### src/rtl/sort_pkg.sv
// Shared types and constants for the sort engine memory responder.
// Holds default widths, response codes and the read/write handshake state enums.
package sort_pkg;

    localparam int ADDR_WDTH_DEF = 4;
    localparam int DATA_WDTH_DEF = 32;
    localparam int RESP_WDTH_DEF = 1;

    localparam int RESP_OKAY   = 0;
    localparam int RESP_SLVERR = 1;

    typedef enum logic {
        R_IDLE = 1'b0,
        R_RESP = 1'b1
    } rd_state_e;

    typedef enum logic {
        W_IDLE = 1'b0,
        W_RESP = 1'b1
    } wr_state_e;

endpackage

### src/rtl/sort_mem_regfile.sv
// Register file holding the array under sort: one synchronous write port,
// one combinational read port, cleared to zero by synchronous reset.
module sort_mem_regfile #(
    parameter int ADDR_WDTH = 4,
    parameter int DATA_WDTH = 32
) (
    input  logic                 clk,
    input  logic                 rst_n,
    input  logic                 we_i,
    input  logic [ADDR_WDTH-1:0] waddr_i,
    input  logic [DATA_WDTH-1:0] wdata_i,
    input  logic [ADDR_WDTH-1:0] raddr_i,
    output logic [DATA_WDTH-1:0] rdata_o
);

    logic [DATA_WDTH-1:0] mem_q [2**ADDR_WDTH];

    always_ff @(posedge clk) begin
        if (!rst_n) begin
            for (int i = 0; i < 2**ADDR_WDTH; i++) begin
                mem_q[i] <= '0;
            end
        end else if (we_i) begin
            mem_q[waddr_i] <= wdata_i;
        end
    end

    // Reading the pre-edge contents gives read-first behaviour on a same-edge collision.
    assign rdata_o = mem_q[raddr_i];

endmodule

### src/rtl/sort_mem_responder.sv
// Memory responder for the sort engine: AR/R and AW/W/B handshake FSMs over a register file.
// Optional macro SORT_MEM_RANGE_CHECK_EN flags accesses at or beyond arr_size with SLVERR.
module sort_mem_responder
    import sort_pkg::*;
#(
    parameter int ADDR_WDTH = ADDR_WDTH_DEF,
    parameter int DATA_WDTH = DATA_WDTH_DEF,
    parameter int RESP_WDTH = RESP_WDTH_DEF
) (
    input  logic                 clk,
    input  logic                 rst_n,
    input  logic [ADDR_WDTH-1:0] arr_size,
    input  logic                 ar_valid,
    output logic                 ar_ready,
    input  logic [ADDR_WDTH-1:0] ar_address,
    output logic                 r_valid,
    input  logic                 r_ready,
    output logic [DATA_WDTH-1:0] r_data,
    output logic [RESP_WDTH-1:0] r_resp,
    input  logic                 aw_valid,
    output logic                 aw_ready,
    input  logic [ADDR_WDTH-1:0] aw_address,
    input  logic                 w_valid,
    output logic                 w_ready,
    input  logic [DATA_WDTH-1:0] w_data,
    output logic                 b_valid,
    input  logic                 b_ready,
    output logic [RESP_WDTH-1:0] b_resp
);

    rd_state_e            rdState_q, rdState_d;
    logic [DATA_WDTH-1:0] rData_q, rData_d;
    logic [RESP_WDTH-1:0] rResp_q, rResp_d;

    wr_state_e            wrState_q, wrState_d;
    logic                 awGot_q, awGot_d;
    logic                 wGot_q, wGot_d;
    logic [ADDR_WDTH-1:0] awAddr_q, awAddr_d;
    logic                 awErr_q, awErr_d;
    logic [DATA_WDTH-1:0] wData_q, wData_d;
    logic [RESP_WDTH-1:0] bResp_q, bResp_d;

    logic                 arHs, rHs, awHs, wHs, bHs;
    logic                 rdErrNow, awErrNow;
    logic                 commit, memWe, wrErr;
    logic [ADDR_WDTH-1:0] wrAddr;
    logic [DATA_WDTH-1:0] wrData;
    logic [DATA_WDTH-1:0] memRdata;

`ifdef SORT_MEM_RANGE_CHECK_EN
    assign rdErrNow = (ar_address >= arr_size);
    assign awErrNow = (aw_address >= arr_size);
`else
    logic unusedArrSize;
    assign unusedArrSize = ^arr_size;
    assign rdErrNow      = 1'b0;
    assign awErrNow      = 1'b0;
`endif

    assign arHs = ar_valid && ar_ready;
    assign rHs  = r_valid && r_ready;
    assign awHs = aw_valid && aw_ready;
    assign wHs  = w_valid && w_ready;
    assign bHs  = b_valid && b_ready;

    // Whichever half arrives last is taken straight from the bus so the commit needs no extra cycle.
    assign wrAddr = awGot_q ? awAddr_q : aw_address;
    assign wrData = wGot_q ? wData_q : w_data;
    assign wrErr  = awGot_q ? awErr_q : awErrNow;
    assign commit = (wrState_q == W_IDLE) && (awGot_q || awHs) && (wGot_q || wHs);
    assign memWe  = commit && !wrErr;

    sort_mem_regfile #(
        .ADDR_WDTH(ADDR_WDTH),
        .DATA_WDTH(DATA_WDTH)
    ) u_regfile (
        .clk    (clk),
        .rst_n  (rst_n),
        .we_i   (memWe),
        .waddr_i(wrAddr),
        .wdata_i(wrData),
        .raddr_i(ar_address),
        .rdata_o(memRdata)
    );

    always_ff @(posedge clk) begin
        if (!rst_n) begin
            rdState_q <= R_IDLE;
            rData_q   <= '0;
            rResp_q   <= '0;
            wrState_q <= W_IDLE;
            awGot_q   <= 1'b0;
            wGot_q    <= 1'b0;
            awAddr_q  <= '0;
            awErr_q   <= 1'b0;
            wData_q   <= '0;
            bResp_q   <= '0;
        end else begin
            rdState_q <= rdState_d;
            rData_q   <= rData_d;
            rResp_q   <= rResp_d;
            wrState_q <= wrState_d;
            awGot_q   <= awGot_d;
            wGot_q    <= wGot_d;
            awAddr_q  <= awAddr_d;
            awErr_q   <= awErr_d;
            wData_q   <= wData_d;
            bResp_q   <= bResp_d;
        end
    end

    always_comb begin
        rdState_d = rdState_q;
        rData_d   = rData_q;
        rResp_d   = rResp_q;
        case (rdState_q)
            R_IDLE: begin
                if (arHs) begin
                    rdState_d = R_RESP;
                    rData_d   = rdErrNow ? '0 : memRdata;
                    rResp_d   = rdErrNow ? RESP_WDTH'(RESP_SLVERR) : RESP_WDTH'(RESP_OKAY);
                end
            end
            R_RESP: begin
                if (rHs) begin
                    rdState_d = R_IDLE;
                end
            end
            default: rdState_d = R_IDLE;
        endcase
    end

    always_comb begin
        wrState_d = wrState_q;
        awGot_d   = awGot_q;
        wGot_d    = wGot_q;
        awAddr_d  = awAddr_q;
        awErr_d   = awErr_q;
        wData_d   = wData_q;
        bResp_d   = bResp_q;
        case (wrState_q)
            W_IDLE: begin
                if (commit) begin
                    wrState_d = W_RESP;
                    awGot_d   = 1'b0;
                    wGot_d    = 1'b0;
                    bResp_d   = wrErr ? RESP_WDTH'(RESP_SLVERR) : RESP_WDTH'(RESP_OKAY);
                end else begin
                    if (awHs) begin
                        awGot_d  = 1'b1;
                        awAddr_d = aw_address;
                        awErr_d  = awErrNow;
                    end
                    if (wHs) begin
                        wGot_d  = 1'b1;
                        wData_d = w_data;
                    end
                end
            end
            W_RESP: begin
                if (bHs) begin
                    wrState_d = W_IDLE;
                end
            end
            default: wrState_d = W_IDLE;
        endcase
    end

    // Readies are held low while rst_n is asserted even though the state already reads idle.
    always_comb begin
        ar_ready = rst_n && (rdState_q == R_IDLE);
        r_valid  = (rdState_q == R_RESP);
        aw_ready = rst_n && (wrState_q == W_IDLE) && !awGot_q;
        w_ready  = rst_n && (wrState_q == W_IDLE) && !wGot_q;
        b_valid  = (wrState_q == W_RESP);
    end

    assign r_data = rData_q;
    assign r_resp = rResp_q;
    assign b_resp = bResp_q;

endmodule
### config.mk
export PLATFORM = sky130hd
export DESIGN_NAME = sort_mem_responder
export DESIGN_NICKNAME = d
export VERILOG_FILES = /design/src/rtl/sort_pkg.sv /design/src/rtl/sort_mem_regfile.sv /design/src/rtl/sort_mem_responder.sv
export SDC_FILE = /design/constraint.sdc
export NUM_CORES = 1
export LEC_CHECK = 0
export BUFFER_PORTS_ARGS = -buffer_cell sky130_fd_sc_hd__buf_2
export CORE_MARGIN = 10
export CORE_UTILIZATION = 45
export DETAILED_ROUTE_END_ITERATION = 8
export PLACE_DENSITY = 0.63
export SYNTH_ARGS = -nofsm -noshare
export SYNTH_HDL_FRONTEND = slang
export SYNTH_SLANG_ARGS = --single-unit
export TNS_END_PERCENT = 30
### constraint.sdc
create_clock -name clk -period 2.8 [get_ports clk]
set_clock_uncertainty 0.15 [all_clocks]
set_input_delay 0 -clock clk [delete_from_list [all_inputs] [get_ports clk]]
set_output_delay 0 -clock clk [all_outputs]
set_load 0.02 [all_outputs]
# Word level (Yosys, flattened, before mapping)
# Memories as Yosys holds them, arrays and structs flattened. A register that Yosys moved wholly into a read port is not among the register bits.
# Index checks and enable logic that the tools add are counted.
[totals] regBits=40 latch_bits=0 mem_bits_rw=512 rom_bits=0 input_bits=51 elab_cells=52 mem_count=1
[memory_table] name="u_regfile.mem_q" depth=16 width=32 rd=1 rd_ports_with_merged_regs=1 wr=16 line_no="sort_mem_regfile.sv:16" rtl="logic [DATA_WDTH-1:0] mem_q [2**ADDR_WDTH];"
[op_classes] add_sub_neg=0 mul=0 div_mod_pow=0 magnitude_cmp=0 n_eq_ne=0 shifts=0 mux=18 n_bitwise=3 n_reduce_logical=24
[ops] op="two-way mux 32 bit" n=2
[ops] op="OR reduction 32 bit" n=1
[ops] op="two-way mux 1 bit" n=12
[ops] op="logical AND 1 bit" n=11
[ops] op="two-way mux 4 bit" n=2
[ops] op="AND reduction 2 bit" n=3
[ops] op="AND reduction 3 bit" n=2
[ops] op="case mux 1 bit (2 select lines)" n=2
[ops] op="nonzero test 2 bit" n=2
[ops] op="zero test 1 bit" n=3
[ops] op="inverter 1 bit" n=3
[ops] op="logical OR 1 bit" n=2

# Depth between registers and ports, before layout
# Gate-level depths: netlist of run 1.
[logic_depth] depth_word=12 mapped_depth=7 ltp_nobuf=4

# Hierarchy
# A second synthesis of run 1 with hierarchy kept.
[hier_totals] cells_unflattened=1786 hier_area_um2=26038.7
[modules_own_cells] module="sort_mem_regfile" n_inst=1 cells_per_inst=1416 area_per_inst_um2=22825.6
[modules_own_cells] module="sort_mem_responder" n_inst=1 cells_per_inst=370 area_per_inst_um2=3213.1

# Worst setup path before layout of run 1
# Ideal clock, no wire load.
[synth_timing] kind="register -> register" start="register awGot_q" end="memory u_regfile.mem_q[2][0] (enable)" setup_time_ns=0.389 arrival_time_ns=2.237 path_slack_ns=0.024 path_stages_with_launch=7 path_buffers=2 synth_period_minus_slack_ns=2.776 cell_sequence="dfxtp_1 > buf_2 > or3b_2 > a211oi_2 > nand2_1 > buf_2 > nand2_1"
[synth_lines] element="start: declaration" line_no="sort_mem_responder.sv:36" rtl="logic awGot_q, awGot_d;"
[synth_lines] element="start signal: assignment" line_no="sort_mem_responder.sv:103" rtl="awGot_q <= awGot_d;"
[synth_lines] element="end: declaration" line_no="sort_mem_regfile.sv:16"

==> results of run 1 <==
-- cells in the mapped netlist --
cell	count
or3b_2	4
a2111oi_0	1
edfxtp_1	512
mux2_2	2
nor2b_1	8
clkbuf_1	64
and3_1	2
nand2_1	104
buf_2	73
nand3_1	5
o22ai_1	3
a211o_1	1
nor2_1	519
or3_1	1
o21ai_0	34
a211oi_1	1
inv_1	2
a211oi_2	4
dfxtp_1	72
mux4_2	126
o211a_1	1
nor4_1	1
mux2i_1	100
nand2b_1	4
a21boi_0	32
nor3b_1	1
conb_1	1
buf_1	5
o32ai_1	2
o2bb2a_1	31
buf_4	4
nand3b_1	5
a21oi_1	2
-- tightest hold or removal path, cell delays in order --
cell	delay, ns
buf_2	0.08
nand2_1	0.05
o211a_1	0.11
dlygate4sd3_1	0.54
-- registers in the layout, indices dropped and copies added, names as in the netlist --
name	count
awAddr_q	4
wData_q	32
r_valid	1
wGot_q	1
u_regfile.mem_q	512
r_data	32
b_valid	1
awGot_q	1
-- report_power, final --
part	internal [mW]	switching, mW
registers	9.79	0.118
clock network	4.69	3.24
logic	0.670	1.01
-- per-layer routing --
metal | GRT usage [%] | vias up
li1 | - | 6720
met1 | 28.60 | 8006
met2 | 35.03 | 681
met3 | 2.809 | 108
met4 | 6.089 | 0
met5 | 0 | -
-- kinds of logic after synthesis --
group / after synthesis / synth area share [%]
AND/OR/NAND/NOR: 654 / 10.28
flip-flops: 584 / 67.97
multiplexers: 228 / 15.61
buffers and inverters: 148 / 2.676
AO/OA/AOI/OAI: 112 / 3.444
other: 1 / 0.01516
-- through the flow --
step	std cells	hold WS [ns]	instance area, um^2	util [%]
floorplan	1728	-0.05568	24740	-
global placement	2482	0.04467	26580	49.11
detailed placement	2482	0.03719	26580	49.11
CTS	2678	0.03297	29400	54.31
global route	2681	0.08705	29410	54.33
finish	2682	0.06852	29420	54.34
-- worst paths after layout --
path	startpoint	endpoint	slack [ns]
max	awGot_q	u_regfile.mem_q[15][16]	0.14
min	r_ready	r_valid	0.07
max reg2reg	awGot_q	u_regfile.mem_q[15][16]	0.14
min reg2reg	wData_q[13]	wData_q[13]	0.31
-- area by class of cell --
class	count	area (um^2)	area share [%]
Clock inverter	21	217.7	0.7401
Sequential cell	584	16820	57.17
Multi-Input combinational cell	996	7305	24.83
Antenna cell	4	10.01	0.03403
Clock buffer	88	1728	5.874
Timing Repair Buffer	291	2460	8.362
Tap cell	696	870.8	2.960
Inverter	2	7.507	0.02552
-- timing repair --
action	CTS	global route
resized for setup	0	1
hold endpoints to repair	584	0
hold buffers	87	0
endpoints found under the setup margin	0	6
==> out/metrics.csv, run 1 <==
stage;metric;value;unit
timing;Slew @ Worst Pin;0.9296;ns
min_path;HP Class;in2reg;
placement;# port buffers;83;
placement;hpwl dp;40.81;mm
routing;iteration-0 DRC count of the detailed router;1664;
placement;GP Congestion;0.8555;
routing;met3 WL post-DR;5.457;mm
pwr;LEAKAGE;10.62;nW
worst_setup_path;Cell Chain, Critical Path;o22ai_1, a211oi_1, nand2_1, nand2_2, buf_12;
synthesis;post-synthesis sequential area ratio;67.97;%
die;# rows;85;
worst_setup_path;critical path peak fanout;14;
routing;DRC Markers;0;
clock_tree;Reg clk slew, reported paths;0.07;ns
timing;number of max-slew violations in the final report;0;
routing;Avg WL per Cell;25.16;um
die;die height;254.5;um
global_routing;largest net degree at the start of global routing;42;
global_routing;vias in the first global route;15800;
die;Die Area;64750;um^2
die;Initial Utilization;45.70;%
flow_run;maxcap violations;0;
timing;Final TNS setup;0;ns
worst_setup_path;number of cells on the critical path;5;
pwr;maximum VDD drop;0.4776;mV
clock_tree;CTS Sinks;584;
cells_and_area;area grow syn2layout;18.91;%
timing;Min Clock Period, post-route;2.661;ns
die;Die Wd;254.5;um
timing;Final WS setup;0.1386;ns
worst_setup_path;Slowest cell on crit path;dfxtp_1;
global_routing;initial antenna violation count;3;
global_routing;first-pass GRT wire length;101.4;mm
synthesis;Synth Area per Inst;14.32;um^2
timing;Slew headroom;38.03;%
synthesis;Yosys cell types;33;
routing;vias;15520;
pwr;pwr dens;663.4;nW/um^2
routing;M1 wire length;27.56;mm
clock_tree;H-tree levels;2;
synthesis;top cells by area, synth;edfxtp_1, mux4_2, nor2_1;
worst_setup_path;Critical Path AT;2.82;ns
cells_and_area;share of cells above drive strength 1;22.00;%
worst_setup_path;Setup crit start kind;register;
timing;Final Setup Violations;0;
routing;DR vias/cell;5.785;
worst_setup_path;CP Capture Type;register;
worst_setup_path;required time worst endpoint;2.96;ns
worst_setup_path;cells on worst reg2reg path;5;
clock_tree;root buffer cell;clkbuf_16;
routing;antenna viol nets, final;0;
cells_and_area;fillers;4334;
worst_setup_path;CP max stage delay;0.64;ns
routing;Detailed Routing Iterations Pass 1;6;
worst_setup_path;critical path type;reg2reg;
clock_tree;CTS buffer count;58;
synthesis;Synth area leader;edfxtp_1;
clock_tree;worst-skew pair later-pin latency;0.62;ns
clock_tree;clk buf depth;3;
worst_setup_path;CP bufs+invs;1;
global_routing;GRT Residual Overflow;0;
timing;FMAX;375.7;MHz
synthesis;Seq cells post-synth;584;
clock_tree;CTS tree;done;
worst_setup_path;kind of cell adding the most delay to the critical path;compound AO/OA/AOI/OAI gates;
cells_and_area;Nets;1984;
synthesis;top-area cell type share of the netlist area;62.15;%
pwr;Overall Power;19.51;mW
die;core area;54130;um^2
routing;WL final;67.48;mm
outcome;outcome;complete, no violations;
routing;max layer used;met4;
timing;final hold violation count;0;
clock_tree;postcts setup bufs;0;
cells_and_area;commonest non-fill, non-tap cells in the layout;nor2_1, edfxtp_1, mux4_2;
timing;Final period util;95.05;%
die;# IOs;90;
cells_and_area;most common cell after layout, fill and taps aside;nor2_1;
synthesis;Netlist Area Pre-Place;24740;um^2
timing;RSZ-0062 raised after global routing;false;
synthesis;Syn Inst Count;1727;
routing;WL met2;33.00;mm
placement;Post-Place Setup Slack;0.2441;ns
min_path;Hold Path Cell Cnt;4;
synthesis;Yosys Warn Count;0;
global_routing;GRT Total Usage;21.06;%
No activity file was read; power rests on OpenSTA's default activity.
==> inputs of run 2 (changes only) <==
--- a/config.mk
+++ b/config.mk
@@ -7,9 +7,10 @@
 export LEC_CHECK = 0
 export BUFFER_PORTS_ARGS = -buffer_cell sky130_fd_sc_hd__buf_2
 export CORE_MARGIN = 10
-export CORE_UTILIZATION = 45
+export CORE_UTILIZATION = 56
 export DETAILED_ROUTE_END_ITERATION = 8
-export PLACE_DENSITY = 0.63
+export PLACE_DENSITY = 0.76
+export REMOVE_ABC_BUFFERS = 1
 export SYNTH_ARGS = -nofsm -noshare
 export SYNTH_HDL_FRONTEND = slang
 export SYNTH_SLANG_ARGS = --single-unit
==> run 2 against run 1 <==
- setup slack got worse by 0.0063 ns
- sequential cell count did not move
- largest power group unchanged
- critical path type unchanged
- fmax is 0.24% lower
- register-to-register slack hardly changed
==> out/metrics.csv, run 2 (synthesis results as in run 1) <==
stage;metric;value;unit;change
flow_run;maxcap violations;0;;unchanged
routing;Detailed Routing Iterations Pass 1;8;;+2
min_path;worst hold endpoint;r_valid;;
timing;Slew @ Worst Pin;0.8704;ns;-0.05921 ns
timing;number of max-slew violations in the final report;0;;unchanged
worst_setup_path;Slowest cell on crit path;dlygate4sd3_1;;
pwr;maximum VDD drop;0.5473;mV;+15%
placement;GP Congestion;0.8291;;-3.1%
die;Die Wd;230.2;um;-9.5%
timing;final hold violation count;0;;unchanged
cells_and_area;commonest non-fill, non-tap cells in the layout;nor2_1, edfxtp_1, mux4_2;;
worst_setup_path;critical path type;reg2reg;;
min_path;min-delay src;r_ready;;
worst_setup_path;CP Capture Type;register;;
die;Die Area;52980;um^2;-18%
clock_tree;H-tree levels;2;;unchanged
worst_setup_path;RR Startpoint;awGot_q;;
timing;Final WS setup;0.1323;ns;-0.006270 ns
routing;iteration-0 DRC count of the detailed router;1928;;+16%
die;# rows;76;;-11%
clock_tree;CTS buffer count;57;;-1.7%
global_routing;largest net degree at the start of global routing;50;;+19%
cells_and_area;fillers;3005;;-31%
routing;DRC Markers;0;;unchanged
worst_setup_path;cells on worst reg2reg path;6;;+1
cells_and_area;final core utilization;66.93;%;+13 points
clock_tree;Reg clk slew, reported paths;0.06;ns;about the same
global_routing;GRT Total Usage;23.66;%;+2.6 points
clock_tree;root buffer cell;clkbuf_16;;
cells_and_area;most common cell after layout, fill and taps aside;nor2_1;;
worst_setup_path;Critical Path AT;3.07;ns;+0.25 ns
global_routing;GRT Residual Overflow;0;;unchanged
timing;Final TNS setup;0;ns;unchanged
routing;vias;15490;;-0.15%
placement;Post-Place Setup Slack;0.2364;ns;-0.007658 ns
cells_and_area;max FFs per register;512;;unchanged
pwr;LEAKAGE;10.67;nW;+0.45%
worst_setup_path;worst reg-to-reg setup slack;0.13;ns;about the same
clock_tree;CTS Sinks;584;;unchanged
die;# IOs;90;;unchanged
min_path;Hold Path Cell Cnt;4;;unchanged
pwr;pwr dens;669.0;nW/um^2;+0.84%
timing;Min Clock Period, post-route;2.668;ns;+0.006270 ns
timing;Slew headroom;41.98;%;+3.9 points
cells_and_area;area grow syn2layout;17.31;%;
global_routing;vias in the first global route;16030;;+1.5%
routing;Avg WL per Cell;24.57;um;-2.3%
cells_and_area;Nets;1969;;-0.76%
outcome;outcome;complete, no violations;;
clock_tree;CTS tree;done;;
worst_setup_path;Setup crit start kind;register;;
global_routing;first-pass GRT wire length;95.57;mm;-5.7%
timing;Final period util;95.28;%;+0.22 points
die;die height;230.2;um;-9.5%
placement;hpwl dp;36.64;mm;-10%
routing;DR vias/cell;6.073;;+5.0%
placement;# port buffers;83;;unchanged
timing;Final Setup Violations;0;;unchanged
timing;FMAX;374.9;MHz;-0.24%
cells_and_area;ANT cells;0;;-4
timing;RSZ-0062 raised after global routing;false;;
worst_setup_path;critical path peak fanout;20;;+6
pwr;Overall Power;19.41;mW;-0.51%
min_path;HP Class;in2reg;;
worst_setup_path;Worst R2R End;wData_q[29];;
clock_tree;postcts setup bufs;0;;unchanged
clock_tree;clk buf depth;3;;unchanged
worst_setup_path;Worst path most repeated cell;dlygate4sd3_1;;
worst_setup_path;required time worst endpoint;3.20;ns;+0.24 ns
routing;WL final;62.68;mm;-7.1%
clock_tree;worst-skew pair later-pin latency;0.62;ns;about the same
cells_and_area;Most flops, register;u_regfile.mem_q;;
routing;antenna viol nets, final;0;;unchanged
worst_setup_path;Cell Chain, Critical Path;nor3b_4, and3_1, nand2_1, dlygate4sd3_1, a21boi_0, dlygate4sd3_1;;
die;Initial Utilization;57.05;%;+11 points
worst_setup_path;CP max stage delay;0.58;ns;-0.06 ns
cells_and_area;share of cells above drive strength 1;21.01;%;-0.99 points
die;core area;43360;um^2;-20%
global_routing;initial antenna violation count;1;;-2
==> run 2: changes by cell type in the layout (fill, tap and decap cells not counted), sizes merged, moves of 3 or more <==
cell / delta
buf: -20
bufinv: +3
clkbuf: -16
clkinv: +10
diode: -4
dlygate4sd3: +5
==> run 2: metrics by stage <==
step                      instances  instance area, um^2  hold WS [ns]
after floorplan                1582                24090      -0.05568
after global placement         2352                26150       0.04211
after detailed placement       2352                26150       0.03452
after CTS                      2551                29000       0.04458
after global routing           2551                29020        0.1007
final                          2551                29020       0.05654
==> run 2: area by class of cell <==
class | instances | area (um^2) | area share (%)
clock buffer | 71 | 1530 | 5.273
clock inverter | 36 | 399.1 | 1.375
inverter | 2 | 7.507 | 0.02587
multi-input combinational | 996 | 7281 | 25.09
sequential | 584 | 16820 | 57.95
tap | 585 | 732.0 | 2.522
timing repair buffer | 277 | 2252 | 7.761
==> run 2: per-layer routing <==
layer / global-route usage, % / routed length, um / part of all wire (%)
met5: 0 / 13 / 0.021
met4: 8.654 / 1938 / 3.1
met3: 4.580 / 6285 / 10
met2: 39.86 / 31270 / 50
met1: 30.08 / 23170 / 37
==> run 2: how the worst max path moves through the flow <==
stage,endpoint,cells past startpoint,start,slack (ns)
floorplan,u_regfile.mem_q[3][0],4,wGot_q,-1.33
global placement,u_regfile.mem_q[11][20],5,awGot_q,0.30
detailed placement,u_regfile.mem_q[11][16],5,awGot_q,0.24
CTS,wData_q[29],6,awGot_q,0.03
global route,wData_q[30],6,awGot_q,0.007
finish,wData_q[29],6,awGot_q,0.13
==> run 2: report_power, final <==
part | internal [mW] | switching (mW)
clock | 4.62 | 3.27
sequential | 9.79 | 0.125
combinational | 0.648 | 0.972
==> run 2: critical path, delay by kind of cell (launching register included) <==
family	cells	cell delay, ns
AOI/OAI and AO/OA	1	0.21
buffers and inverters	2	1.16
DFF	1	0.42
and+or+nand+nor	3	0.67
==> run 2: timing repair <==
item,CTS,global route
endpoints found under the setup margin,0,74
gates resized for setup,0,8
endpoints found under the hold margin,584,0
hold buffers,92,0
==> inputs of run 3 (changes only) <==
--- a/config.mk
+++ b/config.mk
@@ -7,11 +7,12 @@
 export LEC_CHECK = 0
 export BUFFER_PORTS_ARGS = -buffer_cell sky130_fd_sc_hd__buf_2
 export CORE_MARGIN = 10
-export CORE_UTILIZATION = 56
+export CORE_UTILIZATION = 57
 export DETAILED_ROUTE_END_ITERATION = 8
-export PLACE_DENSITY = 0.76
+export PLACE_DENSITY = 0.74
 export REMOVE_ABC_BUFFERS = 1
 export SYNTH_ARGS = -nofsm -noshare
 export SYNTH_HDL_FRONTEND = slang
+export SYNTH_HIERARCHICAL = 1
 export SYNTH_SLANG_ARGS = --single-unit
 export TNS_END_PERCENT = 30
==> constraint.sdc (replaced) <==
create_clock -name clk -period 3.2 [get_ports clk]
set_clock_uncertainty 0.15 [all_clocks]
set_input_delay 0 -clock clk [delete_from_list [all_inputs] [get_ports clk]]
set_output_delay 0 -clock clk [all_outputs]
set_load 0.02 [all_outputs]
==> run 3 against run 2 <==
- setup slack better by 0.095 ns
- sequential cell count unchanged
- clock-buffer cell count up 19
- synthesized cell count is 3.4% higher
- final cell count grew 1.6%
- final area rose by 4.4%
- sequential power is 13% lower
- via count is 0.37% lower
- global-route usage up 0.54 points
- die area rose by 3.1%
- critical path depth down 1
- sequential share of layout area is 2.5 points lower
- critical path type unchanged
- critical endpoint is now u_regfile/mem_q[13][19]
- largest power group unchanged
==> out/metrics.csv, run 3 <==
stage;metric;value;unit;change
min_path;HP Class;in2reg;;
cells_and_area;Most flops, register;u_regfile/mem_q;;
worst_setup_path;required time worst endpoint;3.52;ns;+0.32 ns
routing;WL final;64.59;mm;+3.1%
clock_tree;cts repair resizes;0;;unchanged
routing;Avg WL per Cell;24.93;um;+1.5%
routing;M1 wire length;24.65;mm;+6.4%
cells_and_area;area grow syn2layout;16.37;%;
clock_tree;CTS tree;done;;
synthesis;Synth Area per Inst;14.58;um^2;+1.8%
global_routing;GRT Total Usage;24.20;%;+0.54 points
global_routing;initial antenna violation count;1;;unchanged
die;Die Wd;233.7;um;+1.5%
routing;iteration-0 DRC count of the detailed router;1703;;-12%
worst_setup_path;Slowest cell on crit path;nor2_2;;
die;# IOs;90;;unchanged
worst_setup_path;Cell Chain, Critical Path;mux2_2, nand2b_1, nor2_2, buf_12, and2_1;;
synthesis;Yosys cell types;37;;+12%
timing;Slew headroom;32.54;%;-9.4 points
worst_setup_path;Critical Path AT;3.29;ns;+0.22 ns
worst_setup_path;CP max stage delay;0.83;ns;+0.25 ns
placement;GP Congestion;0.7699;;-7.1%
worst_setup_path;critical path type;reg2reg;;
synthesis;Seq cells post-synth;584;;unchanged
synthesis;Synth Flop Type;edfxtp_1;;
global_routing;vias in the first global route;15980;;-0.32%
timing;Final Setup Violations;0;;unchanged
synthesis;asr flop ratio synth;0;%;unchanged
synthesis;number of flops mapped to enable cells by yosys;512;;unchanged
die;# rows;78;;+2.6%
synthesis;Yosys Warn Count;6;;+6
synthesis;post-synthesis sequential area ratio;64.58;%;-3.4 points
timing;Min Clock Period, post-route;2.972;ns;+0.3047 ns
timing;Final TNS setup;0;ns;unchanged
synthesis;Netlist Area Pre-Place;26040;um^2;+5.3%
routing;DRC Markers;0;;unchanged
cells_and_area;share of cells above drive strength 1;21.85;%;+0.84 points
cells_and_area;final core utilization;66.92;%;about the same
clock_tree;worst-skew pair later-pin latency;0.62;ns;about the same
timing;FMAX;336.4;MHz;-10%
clock_tree;root buffer cell;clkbuf_16;;
timing;Slew @ Worst Pin;1.012;ns;+0.1415 ns
worst_setup_path;kind of cell adding the most delay to the critical path;simple AND/OR/NAND/NOR gates;;
die;Die Area;54630;um^2;+3.1%
clock_tree;H-tree levels;2;;unchanged
worst_setup_path;CP bufs+invs;1;;-1
placement;# port buffers;83;;unchanged
global_routing;largest net degree at the start of global routing;56;;+12%
placement;hpwl dp;36.68;mm;+0.11%
timing;number of max-slew violations in the final report;0;;unchanged
synthesis;Synth area leader;edfxtp_1;;
routing;max layer used;met4;;
synthesis;Syn Inst Count;1786;;+3.4%
synthesis;most common cell in the netlist;and2_1;;
routing;met3 WL post-DR;6.351;mm;+1.1%
routing;antenna viol nets, final;0;;unchanged
pwr;maximum VDD drop;0.4116;mV;-25%
flow_run;maxcap violations;0;;unchanged
cells_and_area;ANT cells;0;;unchanged
synthesis;top-area cell type share of the netlist area;59.05;%;-3.1 points
clock_tree;CTS Sinks;584;;unchanged
global_routing;first-pass GRT wire length;98.21;mm;+2.8%
die;die height;233.7;um;+1.5%
pwr;LEAKAGE;11.44;nW;+7.2%
timing;final hold violation count;0;;unchanged
clock_tree;CTS buffer count;58;;+1.8%
outcome;outcome;complete, no violations;;
synthesis;top post-synthesis cells by count;and2_1, edfxtp_1, nand2_1, mux4_2, clkbuf_1;;
placement;Post-Place Setup Slack;0.3037;ns;+0.06731 ns
clock_tree;Reg clk slew, reported paths;0.06;ns;about the same
timing;RSZ-0062 raised after global routing;false;;
routing;vias;15430;;-0.37%
cells_and_area;Nets;1994;;+1.3%
pwr;pwr dens;540.7;nW/um^2;-19%
worst_setup_path;critical path peak fanout;21;;+5.0%
cells_and_area;max FFs per register;512;;unchanged
die;core area;45280;um^2;+4.4%
clock_tree;clk buf depth;3;;unchanged
synthesis;top cells by area, synth;edfxtp_1, and2_1, mux4_2;;
routing;DR vias/cell;5.956;;-1.9%
worst_setup_path;CP Capture Type;register;;
routing;WL met2;32.44;mm;+3.7%
timing;Final WS setup;0.2276;ns;+0.09532 ns
cells_and_area;commonest non-fill, non-tap cells in the layout;and2_1, edfxtp_1, nand2_1;;
global_routing;GRT Residual Overflow;0;;unchanged
timing;Final period util;92.89;%;-2.4 points
die;Initial Utilization;57.50;%;+0.45 points
worst_setup_path;Setup crit start kind;register;;
routing;Detailed Routing Iterations Pass 1;5;;-3
[run 3: changes by cell type after synthesis, sizes merged, moves of 39 or more]
cell    previous run  this run
mux2i            100        32
clkbuf            64       112
and2               0       514
nor2             519        20
buf               82        43
a22oi              0        64
nand2            104       168
[run 3: worst reg2reg max path, delay by kind of cell, from the launching register on]
family                 cells  cell delay, ns
multiplexers               1            0.51
AND/OR/NAND/NOR            3            1.37
buffers and inverters      1            0.26
flip-flops                 1            0.54
[run 3: through the flow]
stage          power [mW]  instance area, um^2  hold WS (ns)  instances
2_1_floorplan       9.447                25330      -0.05568       1632
3_3_place_gp        10.01                27520       0.03633       2383
3_5_place_dp        10.05                27520       0.04093       2383
4_1_cts             16.47                30300       0.03105       2591
5_1_grt             16.88                30300       0.07181       2591
6_report            16.38                30300       0.05981       2591
[run 3: cell type report]
| cell class | instances | area, um^2 |
|---|---|---|
| flip-flops and latches | 584 | 16820 |
| fillers | 3123 | 14980 |
| multi-input cells | 1047 | 8738 |
| repair buffers | 251 | 2207 |
| clock buffers | 90 | 1652 |
| well taps | 600 | 750.7 |
| clock inverters | 18 | 132.6 |
| inverters | 1 | 3.754 |
[run 3: cells by family (layout without fill, tap and decap cells)]
logic type	count (synthesis)	in the layout	share of synthesized area [%]
muxes	196	196	13.86
AOI/OAI and AO/OA	88	88	2.331
buffers and inverters	156	360	2.744
DFF	584	584	64.58
other	1	2	0.01440
and+or+nand+nor	761	761	16.47
[run 3: timing repair]
item	in CTS	in global routing
buffers inserted	0	0
hold buffers	100	0
hold endpoints to repair	584	0
[run 3: routing by layer]
layer | vias up | GRT usage (%)
li1 | 6784 | -
met1 | 7888 | 31.74
met2 | 678 | 40.91
met3 | 83 | 4.907
met4 | 0 | 6.087
met5 | - | 0
[run 3: path summary, 6_finish.rpt]
path / startpoint / to / slack [ns] / depth (start not counted)
setup / recovery: awGot_q / u_regfile/mem_q[13][19] / 0.23 / 5
hold / removal: w_data[18] / wData_q[18] / 0.06 / 4
setup reg to reg: awGot_q / u_regfile/mem_q[13][19] / 0.23 / 5
hold reg to reg: r_data[18] / r_data[18] / 0.30 / 2
[run 3: power breakdown]
part	total, mW	switching (mW)	internal, mW
logic	1.35	0.817	0.533
registers	8.63	0.0869	8.54
clock network	6.40	2.78	3.62
